## config.mk

```make
export PLATFORM = sky130hd
export DESIGN_NAME = button_conditioner
export DESIGN_NICKNAME = d
export VERILOG_FILES = /design/src/rtl/btn_pkg.sv /design/src/rtl/btn_channel.sv /design/src/rtl/button_conditioner.sv
export SDC_FILE = /design/constraint.sdc
export NUM_CORES = 1
export LEC_CHECK = 0
export CORE_MARGIN = 2
export CORE_UTILIZATION = 50
export CTS_CLUSTER_DIAMETER = 120
export DETAILED_ROUTE_END_ITERATION = 7
export GPL_ROUTABILITY_DRIVEN = 0
export GPL_TIMING_DRIVEN = 0
export PLACE_DENSITY = 0.68
export SETUP_SLACK_MARGIN = 0.2
export SLEW_MARGIN = 20
export SYNTH_ARGS = -nofsm -noshare
export SYNTH_HDL_FRONTEND = slang
export SYNTH_SLANG_ARGS = --single-unit
```

## constraint.sdc

```tcl
create_clock -name Clk -period 3.6 [get_ports Clk]
set_input_delay 0.72 -clock Clk [delete_from_list [all_inputs] [get_ports Clk]]
set_output_delay 0.72 -clock Clk [all_outputs]
set_load 0.01 [all_outputs]
```

## src/rtl/btn_pkg.sv

```systemverilog
// Shared types and helpers for the button conditioner.
// Holds the channel FSM encoding and the counter sizing rule.
package btn_pkg;

  typedef enum logic [1:0] {
    BTN_IDLE,
    BTN_DELAY,
    BTN_REPT
  } btn_state_t;

  function automatic int cnt_width(
    input int a,
    input int b,
    input int c
  );
    int m;
    m = a;
    if (b > m) m = b;
    if (c > m) m = c;
    return $clog2(m + 1);
  endfunction

endpackage

```

## src/rtl/btn_channel.sv

```systemverilog
// One button channel: synchroniser, stable-count debounce,
// and press / release / auto-repeat pulse FSM.
module btn_channel
  import btn_pkg::*;
#(
  parameter int SYNC_STAGES     = 2,
  parameter int DEBOUNCE_CYCLES = 1_000_000,
  parameter int REPEAT_DELAY    = 25_000_000,
  parameter int REPEAT_RATE     = 5_000_000
) (
  input  logic Clk,
  input  logic Reset,
  input  logic Bin,
  input  logic RepeatEn,
  output logic Level,
  output logic Press,
  output logic Release
);

  localparam int CW = cnt_width(DEBOUNCE_CYCLES,
                                REPEAT_DELAY,
                                REPEAT_RATE);

  localparam logic [CW-1:0] D_LAST  = CW'(DEBOUNCE_CYCLES - 1);
  localparam logic [CW-1:0] RD_LAST = CW'(REPEAT_DELAY - 1);
  localparam logic [CW-1:0] RR_LAST = CW'(REPEAT_RATE - 1);

  logic [SYNC_STAGES-1:0] sync;
  logic                   bsync;
  logic [CW-1:0]          dcnt;
  logic [CW-1:0]          rcnt;
  logic                   mismatch;
  logic                   accept;
  btn_state_t             state;

  always_ff @(posedge Clk) begin
    if (Reset) begin
      sync <= '0;
    end else begin
      sync <= {sync[SYNC_STAGES-2:0], Bin};
    end
  end

  assign bsync    = sync[SYNC_STAGES-1];
  assign mismatch = bsync ^ Level;
  assign accept   = mismatch && (dcnt == D_LAST);

  // Release wins over a repeat pulse due on the same edge.
  always_ff @(posedge Clk) begin
    if (Reset) begin
      state   <= BTN_IDLE;
      Level   <= 1'b0;
      Press   <= 1'b0;
      Release <= 1'b0;
      dcnt    <= '0;
      rcnt    <= '0;
    end else begin
      Press   <= 1'b0;
      Release <= 1'b0;
      if (!mismatch || accept) begin
        dcnt <= '0;
      end else begin
        dcnt <= dcnt + 1'b1;
      end
      unique case (state)
        BTN_IDLE: begin
          if (accept) begin
            Level <= 1'b1;
            Press <= 1'b1;
            rcnt  <= '0;
            state <= BTN_DELAY;
          end
        end
        BTN_DELAY: begin
          if (accept) begin
            Level   <= 1'b0;
            Release <= 1'b1;
            rcnt    <= '0;
            state   <= BTN_IDLE;
          end else if (RepeatEn && rcnt == RD_LAST) begin
            Press <= 1'b1;
            rcnt  <= '0;
            state <= BTN_REPT;
          end else if (RepeatEn) begin
            rcnt <= rcnt + 1'b1;
          end else begin
            rcnt <= '0;
          end
        end
        BTN_REPT: begin
          if (accept) begin
            Level   <= 1'b0;
            Release <= 1'b1;
            rcnt    <= '0;
            state   <= BTN_IDLE;
          end else if (!RepeatEn) begin
            rcnt  <= '0;
            state <= BTN_DELAY;
          end else if (rcnt == RR_LAST) begin
            Press <= 1'b1;
            rcnt  <= '0;
          end else begin
            rcnt <= rcnt + 1'b1;
          end
        end
        default: begin
          state <= BTN_IDLE;
        end
      endcase
    end
  end

endmodule

```

## src/rtl/button_conditioner.sv

```systemverilog
// Multi-channel pushbutton conditioner: polarity fix-up
// and one independent btn_channel per button.
module button_conditioner #(
  parameter int NUM_BTN         = 4,
  parameter int SYNC_STAGES     = 2,
  parameter int DEBOUNCE_CYCLES = 1_000_000,
  parameter int REPEAT_DELAY    = 25_000_000,
  parameter int REPEAT_RATE     = 5_000_000,
  parameter int ACTIVE_LOW      = 0
) (
  input  logic               Clk,
  input  logic               Reset,
  input  logic [NUM_BTN-1:0] Bis,
  input  logic [NUM_BTN-1:0] RepeatEn,
  output logic [NUM_BTN-1:0] Level,
  output logic [NUM_BTN-1:0] Press,
  output logic [NUM_BTN-1:0] Release
);

  logic [NUM_BTN-1:0] bin;

  assign bin = (ACTIVE_LOW != 0) ? ~Bis : Bis;

  for (genvar i = 0; i < NUM_BTN; i++) begin : g_ch
    btn_channel #(
      .SYNC_STAGES    (SYNC_STAGES),
      .DEBOUNCE_CYCLES(DEBOUNCE_CYCLES),
      .REPEAT_DELAY   (REPEAT_DELAY),
      .REPEAT_RATE    (REPEAT_RATE)
    ) u_ch (
      .Clk     (Clk),
      .Reset   (Reset),
      .Bin     (bin[i]),
      .RepeatEn(RepeatEn[i]),
      .Level   (Level[i]),
      .Press   (Press[i]),
      .Release (Release[i])
    );
  end

endmodule

```

==> reports/metrics.yaml <==
clocking:
  cts_hold_buf: 0
  cts_buffers: 26
  cts.sinks: 228
  clock_latency_ns: 0.53
  cts_setup_buffers: 0
  clockRootBuffer: "clkbuf_16"
  cts_tree: "done"
  htreeDepth: 1
  clkTransAtPathRegs_ns: 0.06
  cts_max_path_buffers: 3
  cts_resized: 0
worst_hold_path:
  hp-class: "flop to flop"
sta:
  setup_viol: 0
  worst_pin_slew_ns: 0.906
  rsz0062_at_grt: "no"
  fin_crit_sh_pct: 76.3
  clock_skew_ns: 0.00993
  maxSlewViolCount: 0
  hold_viol_final: 0
  slew_headroom_pct: 39.5
  clock.fmax_mhz: 364
  period_needed_ns: 2.75
  finalSetupTns_ns: 0
power:
  p_comb_share_pct: 2.4
  ir_drop_mv: 0.336
  p_per_area_nw_per_um2: 401
  clockPowerShare_pct: 48.7
  power.internal_uw: 4110
  p_sw_share_pct: 21.1
  power_uw: 5210
  power_switching_uw: 1100
  seqPwrFrac_pct: 48.9
  cellLeakagePower_uw: 0.00427
synth:
  synth-main-ff-cell: "dfxtp_1"
  synth_edf_count: 0
  avgSynthCellArea_um2: 8.47
  ys_seq_area_share_pct: 39.3
  synth_cells: 1370
  synth_area_um2: 11600
  yosysWarnings: 0
  ys_ff_latch: 228
  syn_nets: 1404
  async_reset_ff_share_pct: 0
  ys_types: 89
grt:
  track_usage_pct: 20.6
  grt_antenna_before_repair: 0
  overflow: 0
  grt_pass1_wl_um: 42500
  grt_pass1_vias: 8747
  grt_max_degree: 13
placement:
  numPortBuffers: 20
  dp_hpwl_um: 17800
  dp_cells: 1675
setup_path:
  slowest_stage: "or4_1"
  end_kind: "flop"
  critPathMaxFanout: 10
  cp.required_ns: 4.01
  critPathBufInv: 1
  startpoint_type: "flop"
  crit_arrival_ns: 3.16
  path_delay_family: "simple AND/OR/NAND/NOR gates"
  critPathKind: "flop to flop"
  crit_chain: "ha_1 -> nand3_1 -> or4_1 -> o31ai_2 -> a211oi_1 -> nor2_4 -> buf_4 -> nor2_1"
  crit_path_max_incr_delay_ns: 0.72
final_layout:
  fin_cells: 1723
  final_layout_size_suffix_gt1_share_pct: 6.61
  final_common_cell: "dfxtp_1"
  areaGrowthSynthToFinish_pct: 11.9
  fin_util_pct: 57.2
  final_nets: 1452
  mostFrequentLayoutCells: "dfxtp_1 (228), nor2_1 (199), nand2_1 (112)"
routing:
  wl_um: 25100
  ant_nets: 0
  drt_iter0_markers: 573
  dr.pass1.iters: 5
  drt-wirelength-per-cell_um: 14.6
  drc: 0
  vias_per_cell: 5.67
  vias: 9774
die:
  initial_utilization_pct: 51.1
  die-width_um: 156
  coreArea_um2: 22700
  ioPinCount: 22
  rows: 55
  die_y_um: 156
  design.die.area_um2: 24400
flow_run:
  cap_violations: 0
outcome:
  status: "complete, no violations"
[worst reg2reg max path: stages (launching register included)]
cell      delay [ns]
dfxtp_1         0.38
ha_1            0.18
nand3_1         0.23
or4_1           0.72
o31ai_2         0.36
a211oi_1        0.20
nor2_4          0.28
buf_4           0.23
nor2_1          0.06
[metrics by stage]
step / hold slack [ns] / instance area, um^2 / setup WS (ns)
after floorplan: 0.413 / 11600 / 1.15
after global placement: 0.426 / 12200 / 0.340
after detailed placement: 0.423 / 12200 / 0.312
after CTS: 0.439 / 13000 / 0.875
after global routing: 0.453 / 13000 / 0.656
final: 0.434 / 13000 / 0.852
[sequential cells by signal, summed over array words and instances, names as in the netlist]
signal	flops
g_ch.u_ch.Level	4
g_ch.u_ch.Press	4
g_ch.u_ch.Release	4
g_ch.u_ch.dcnt	100
g_ch.u_ch.rcnt	100
g_ch.u_ch.state	8
g_ch.u_ch.sync	8
[final timing paths]
path,slack [ns],cells past startpoint,start,end
setup / recovery,0.85,8,g_ch[3].u_ch.rcnt[0],g_ch[3].u_ch.rcnt[10]
hold / removal,0.43,1,g_ch[3].u_ch.sync[0],g_ch[3].u_ch.sync[1]
setup reg to reg,0.85,8,g_ch[3].u_ch.rcnt[0],g_ch[3].u_ch.rcnt[10]
hold reg to reg,0.43,1,g_ch[3].u_ch.sync[0],g_ch[3].u_ch.sync[1]
[kinds of logic (layout without fill, tap and decap cells)]
group	Yosys count	count (layout)	synth area share, %
XOR/XNOR	149	149	11.2
AND/OR/NAND/NOR	711	711	32.8
adder cells (fa/ha/maj)	24	24	2.59
multiplexers	6	6	0.517
AO/OA/AOI/OAI	164	164	10.1
other	0	1	0
flip-flops	228	228	39.3
buffers and inverters	88	155	3.51
[cell type report]
class	instances	area, um^2
fill	2076	9720
multi-input combinational	1054	6630
buffer	54	280
sequential	228	4560
clock inverter	5	52.6
timing repair buffer	20	200
clock buffer	42	772
tap	285	357
antenna	1	2.50
inverter	34	128
[layer usage]
| metal | up-vias | track usage, % | wire (um) |
|---|---|---|---|
| met1 | 4556 | 29.3 | 12300 |
| met2 | 193 | 32.3 | 11100 |
| met3 | 47 | 2.96 | 1050 |
| met5 | - | 0 | 0 |
| li1 | 4978 | - | - |
| met4 | 0 | 6.03 | 679 |
[power groups by stage]
| stage | Sequential, uW | Combinational [uW] | Clock, uW |
|---|---|---|---|
| after floorplan | 2600 | 77.7 | 0 |
| after global placement | 2600 | 125 | 0 |
| after detailed placement | 2600 | 125 | 0 |
| after CTS | 2540 | 126 | 2610 |
| after global routing | 2550 | 137 | 2720 |
| final | 2550 | 124 | 2540 |
[synthesized netlist by cell type, types with 4 or more instances]
| master | number | area, um^2 |
|---|---|---|
| dfxtp_1 | 228 | 4560 |
| nor2_1 | 199 | 747 |
| nand2_1 | 112 | 420 |
| xor2_1 | 89 | 780 |
| nand3_1 | 85 | 425 |
| xnor2_1 | 60 | 526 |
| nand4_1 | 53 | 332 |
| and3_1 | 42 | 263 |
| a21oi_1 | 39 | 195 |
| inv_1 | 34 | 128 |
| nor4_1 | 34 | 213 |
| clkbuf_1 | 32 | 120 |
| nor3_1 | 29 | 145 |
| o21ai_0 | 29 | 145 |
| ha_1 | 24 | 300 |
| a31oi_1 | 22 | 138 |
| nor2b_1 | 18 | 113 |
| or3_1 | 17 | 106 |
| and4_1 | 16 | 140 |
| buf_4 | 15 | 113 |
| nand3b_1 | 15 | 113 |
| and2_1 | 14 | 87.6 |
| nand4b_1 | 12 | 105 |
| or4_1 | 9 | 67.6 |
| o21ai_1 | 8 | 40.0 |
| nand2b_1 | 7 | 43.8 |
| nor4b_1 | 7 | 61.3 |
| mux2i_1 | 6 | 60.1 |
| a211oi_1 | 5 | 37.5 |
| a21o_1 | 5 | 37.5 |
| a22oi_1 | 5 | 37.5 |
| nor3b_1 | 5 | 37.5 |
| buf_2 | 4 | 20.0 |
| nor4bb_1 | 4 | 40.0 |
| o2111ai_1 | 4 | 35.0 |
| o22ai_1 | 4 | 25.0 |
| o31ai_1 | 4 | 30.0 |
| or4b_1 | 4 | 40.0 |
Power figures use the tool's default switching activity.
